<file path="src/rtl/multicycle_ctrl_pkg.sv">
// Shared constants for the multi-cycle RV32I controller: opcodes, widths,
// state encoding and the latched decoder-class record.
package multicycle_ctrl_pkg;

    localparam int LEN_WORD     = 32;
    localparam int LEN_REG_ADDR = 5;

    localparam logic [6:0] OP_LUI    = 7'b0110111;
    localparam logic [6:0] OP_AUIPC  = 7'b0010111;
    localparam logic [6:0] OP_JAL    = 7'b1101111;
    localparam logic [6:0] OP_JALR   = 7'b1100111;
    localparam logic [6:0] OP_BRANCH = 7'b1100011;
    localparam logic [6:0] OP_MEML   = 7'b0000011;
    localparam logic [6:0] OP_MEMS   = 7'b0100011;
    localparam logic [6:0] OP_ALUI   = 7'b0010011;
    localparam logic [6:0] OP_ALU    = 7'b0110011;

    typedef enum logic [2:0] {
        ST_IDLE   = 3'd0,
        ST_FETCH  = 3'd1,
        ST_DECODE = 3'd2,
        ST_EXEC   = 3'd3,
        ST_MEM    = 3'd4,
        ST_WB     = 3'd5,
        ST_HALT   = 3'd6
    } state_t;

    // Field order matches the {alu, mem, jump, branch, subst, store} concatenation.
    typedef struct packed {
        logic alu;
        logic mem;
        logic jump;
        logic branch;
        logic subst;
        logic store;
    } cls_t;

    function automatic logic single_class(input cls_t c);
        return $onehot({c.alu, c.mem, c.jump, c.branch, c.subst});
    endfunction

endpackage

</file>
<file path="src/rtl/multicycle_ctrl.sv">
// Main sequencing FSM of the multi-cycle RV32I core: fetch, decode, execute,
// data access, write-back and PC update, plus a retired-instruction counter.
module multicycle_ctrl #(
    parameter int LEN_WORD     = multicycle_ctrl_pkg::LEN_WORD,
    parameter int LEN_REG_ADDR = multicycle_ctrl_pkg::LEN_REG_ADDR
) (
    input  logic                    clk,
    input  logic                    rst,
    input  logic                    start,
    output logic                    imem_req,
    input  logic                    imem_ack,
    output logic                    inst_we,
    input  logic                    dec_alu,
    input  logic                    dec_mem,
    input  logic                    dec_jump,
    input  logic                    dec_branch,
    input  logic                    dec_subst,
    input  logic                    dec_store,
    input  logic [LEN_REG_ADDR-1:0] a_rd,
    input  logic                    br_taken,
    output logic                    dmem_req,
    output logic                    dmem_we,
    input  logic                    dmem_ack,
    output logic                    reg_we,
    output logic                    pc_we,
    output logic                    pc_sel,
    output logic                    busy,
    output logic                    halted,
    output logic [LEN_WORD-1:0]     retired,
    output logic [2:0]              state
);
    import multicycle_ctrl_pkg::*;

    state_t                  cur;
    cls_t                    cls_in;
    cls_t                    cls_q;
    logic [LEN_REG_ADDR-1:0] rd_q;

    assign cls_in = {dec_alu, dec_mem, dec_jump, dec_branch, dec_subst, dec_store};

    // Decoder outputs are only trusted in DECODE; later states use the copies.
    always_ff @(posedge clk) begin
        if (rst) begin
            cur     <= ST_IDLE;
            cls_q   <= '0;
            rd_q    <= '0;
            retired <= '0;
        end else begin
            if (pc_we) begin
                retired <= retired + LEN_WORD'(1);
            end
            case (cur)
                ST_IDLE: begin
                    if (start) cur <= ST_FETCH;
                end
                ST_FETCH: begin
                    if (imem_ack) cur <= ST_DECODE;
                end
                ST_DECODE: begin
                    cls_q <= cls_in;
                    rd_q  <= a_rd;
                    cur   <= single_class(cls_in) ? ST_EXEC : ST_HALT;
                end
                ST_EXEC: begin
                    if (cls_q.branch) cur <= ST_FETCH;
                    else if (cls_q.mem) cur <= ST_MEM;
                    else if (cls_q.alu || cls_q.subst || cls_q.jump) cur <= ST_WB;
                    else cur <= ST_HALT;
                end
                ST_MEM: begin
                    if (dmem_ack) cur <= cls_q.store ? ST_FETCH : ST_WB;
                end
                ST_WB: begin
                    cur <= ST_FETCH;
                end
                ST_HALT: begin
                    cur <= ST_HALT;
                end
                default: begin
                    cur <= ST_HALT;
                end
            endcase
        end
    end

    // Strobes decode from the state register and latched flags; only the
    // EXEC branch select and the ack-qualified strobes look at live inputs.
    always_comb begin
        imem_req = 1'b0;
        inst_we  = 1'b0;
        dmem_req = 1'b0;
        dmem_we  = 1'b0;
        reg_we   = 1'b0;
        pc_we    = 1'b0;
        pc_sel   = 1'b0;
        case (cur)
            ST_FETCH: begin
                imem_req = 1'b1;
                inst_we  = imem_ack;
            end
            ST_EXEC: begin
                if (cls_q.branch) begin
                    pc_we  = 1'b1;
                    pc_sel = br_taken;
                end
            end
            ST_MEM: begin
                dmem_req = 1'b1;
                dmem_we  = cls_q.store;
                pc_we    = dmem_ack && cls_q.store;
            end
            ST_WB: begin
                reg_we = (rd_q != '0);
                pc_we  = 1'b1;
                pc_sel = cls_q.jump;
            end
            default: begin
            end
        endcase
    end

    assign busy   = (cur != ST_IDLE) && (cur != ST_HALT);
    assign halted = (cur == ST_HALT);
    assign state  = cur;

endmodule

</file>
<file path="config.mk">
export PLATFORM = sky130hd
export DESIGN_NAME = multicycle_ctrl
export DESIGN_NICKNAME = d
export VERILOG_FILES = /design/src/rtl/multicycle_ctrl_pkg.sv /design/src/rtl/multicycle_ctrl.sv
export SDC_FILE = /design/constraint.sdc
export NUM_CORES = 1
export LEC_CHECK = 0
export ABC_AREA = 0
export CAP_MARGIN = 20
export CORE_ASPECT_RATIO = 1.2
export CORE_UTILIZATION = 67
export DETAILED_ROUTE_END_ITERATION = 10
export DONT_BUFFER_PORTS = 1
export GPL_ROUTABILITY_DRIVEN = 0
export HOLD_SLACK_MARGIN = 0.1
export MAX_ROUTING_LAYER = met4
export PLACE_DENSITY = 0.9
export SYNTH_ARGS = -nofsm -noshare
export SYNTH_HDL_FRONTEND = slang
export SYNTH_SLANG_ARGS = --single-unit
</file>
<file path="constraint.sdc">
create_clock -name clk -period 5.64 [get_ports clk]
set_clock_uncertainty 0.15 [all_clocks]
set_input_delay 0.846 -clock clk [delete_from_list [all_inputs] [get_ports clk]]
set_output_delay 0.846 -clock clk [all_outputs]
set_load 0.05 [all_outputs]
</file>
==> summary.txt <==
outcome -> finished clean
Post-synth EDFFs -> 0
Top Metal Used -> met4
worst setup margin -> 1.84 ns
Max FO, Critical Path -> 16
GR Util All Layers -> 25.5%
syn nets -> 299
Syn Std Cell Area -> 0.00228 mm2
Ports -> 61
YS warnings -> 0
Setup WS pre-CTS -> 2.23 ns
Slew HR -> 31.9%
dpl cells -> 302
Setup Viol. Count Final -> 0
CTS Buffer Depth -> 2
vias in the first global route -> 1750
CTS tree -> built
grt total ovfl -> 0
layout cells sized above 1 -> 4.40%
initial core utilization -> 72.1%
Synth top area share -> 40.3%
met1 wire length -> 1880 um
DP HPWL -> 3170 um
CP Data Required Time -> 4.64 ns
RSZ-0062 raised after global routing -> false
period utilisation layout -> 67.3%
first-pass GRT wire length -> 7200 um
Finished Layout Cells -> 309
post-synth top area cell -> dfxtp_1
Area Overhead vs Synth -> 1.64%
Num CTS Buffers -> 5
Core Area -> 0.00317 mm2
Hold Slack -> 0.304 ns
Cell Chain, Critical Path -> nand2b_1 -> nor2_1 -> and2_1
1st-pass router iterations -> 4
post-route minimum period -> 3.80 ns
Hold Violations, Final -> 0
Mapped Cells -> 278
post-CTS setup buffer count -> 0
syn avg cell area -> 8.21 um2
Slew Viols, Final -> 0
routed length per instance -> 14.4 um
Hold WC Path Type -> reg2reg
Critical Path AT -> 2.80 ns
row count -> 22
DR WL met3 -> 350 um
Total Wirelength -> 4440 um
clk root buf -> clkbuf_4
CP endpoint kind -> primary output
Worst-path clk slew -> 0.11 ns
Power per Cell Area -> 246 mW/mm2
synthesized flop and latch total -> 46
crit path launch type -> flop
Fill cells -> 263
Antenna Nets Post-Route -> 0
vias per cell -> 6.18
worst setup path category -> reg2out
final core utilization -> 73.3%
Slowest-stage cell, CP -> dfxtp_1
Post-synth top cells -> dfxtp_1 (46), nand2_1 (36), a21oi_1 (28), nor2_1 (28)
reg-to-reg startpoint -> state[0]
Max Cap Viol -> 0
IO Port Bufs -> 0
HP Start -> cls_q[1]
setup TNS -> 0 ns
crit path buf inv count -> 0
# clock sinks -> 46
Setup crit start -> state[0]
n_diodes -> 0
maximum VDD drop -> 212 uV
htree depth -> 2
routed wl met2 -> 2150 um
Synth Flop Type -> dfxtp_1
initial antenna violation count -> 0
ranking of synthesized cells by area -> dfxtp_1 (40%), a21oi_1 (6.1%), nand2_1 (5.9%), nor2_1 (4.6%), xor2_1 (4.6%)
leakage power total -> 0.810 nW
cell family with most CP delay -> simple AND/OR/NAND/NOR gates
Nets -> 294
# resized after CTS -> 0
Async S/R FF share, synth -> 0%
Peak Freq -> 0.263 GHz
sequential-to-total area share from yosys stat -> 40.3%
Die H -> 66.0 um
Post-route DRC -> 0
DR iter-0 viols -> 84
clk_lat worst skew -> 0.35 ns
via count -> 1909
Worst-Margin Slew -> 1.02 ns
hold_buf cts -> 0
Yosys cell types -> 39
top-count cell post-synth -> dfxtp_1
Crit path largest cell delay -> 0.93 ns
die width -> 55.3 um
largest net degree at the start of global routing -> 47
die area -> 0.00365 mm2
## cell usage in the layout (no fill, tap or decap), types with 6 or more instances in the layout
master	Yosys	final
a21oi_1	28	28
dfxtp_1	46	46
inv_1	11	11
nand2_1	36	36
nand3_1	9	9
nand4_1	10	10
nor2_1	28	28
o21ai_0	13	13
or3_1	13	13
xnor2_1	6	6
xor2_1	12	12
## sequential cells by signal, summed over array words and instances (netlist names)
signal	flops
cls_q	6
rd_q	5
retired	32
state	3
## through the flow
step                cell area [um2]  total power [W]
finish                         2320         0.000570
detailed placement             2280         0.000437
global route                   2320         0.000597
floorplan                      2280         0.000431
global placement               2280         0.000435
CTS                            2320         0.000574
## logic make-up after synthesis
group | count (synthesis) | share of synthesized area [%]
simple gates | 133 | 31.8
buf+inv | 24 | 4.44
xor+xnor | 18 | 6.90
fa+ha+maj | 4 | 2.85
mux | 4 | 1.86
compound gates | 49 | 11.8
flops | 46 | 40.3
## path summary, 6_finish.rpt
kind / endpoint / slack (ns) / cells after the start
max reg2reg: retired[28] / 2.87 / 6
min: cls_q[1] / 0.30 / 2
min reg2reg: cls_q[1] / 0.30 / 2
max: inst_we / 1.84 / 3
## metal layers
metal	track usage [%]	vias to the layer above
met5	-	-
met4	8.13	0
met3	11.2	9
met2	45.5	67
met1	25.1	884
li1	-	949
## area by class of cell
class,instances,area (um2),area share (%)
clock buffer,7,45.0,1.94
multi-input combinational,208,1260,54.3
sequential,46,921,39.7
inverter,11,41.3,1.78
timing repair buffer,1,7.51,0.323
tap,36,45.0,1.94
## report_power, final
| group | internal [W] | switching, W | leakage (nW) |
|---|---|---|---|
| Combinational | 0.0000245 | 0.0000474 | 0.413 |
| Clock | 0.0000471 | 0.0000923 | 0.0254 |
| Sequential | 0.000333 | 0.0000259 | 0.371 |
## worst min-delay path, stage by stage, from the launching register on
cell and delay (ns):
dfxtp_1 0.32, nand2_1 0.05, a21oi_1 0.05
Note: power is estimated with default switching activity, not from simulation.
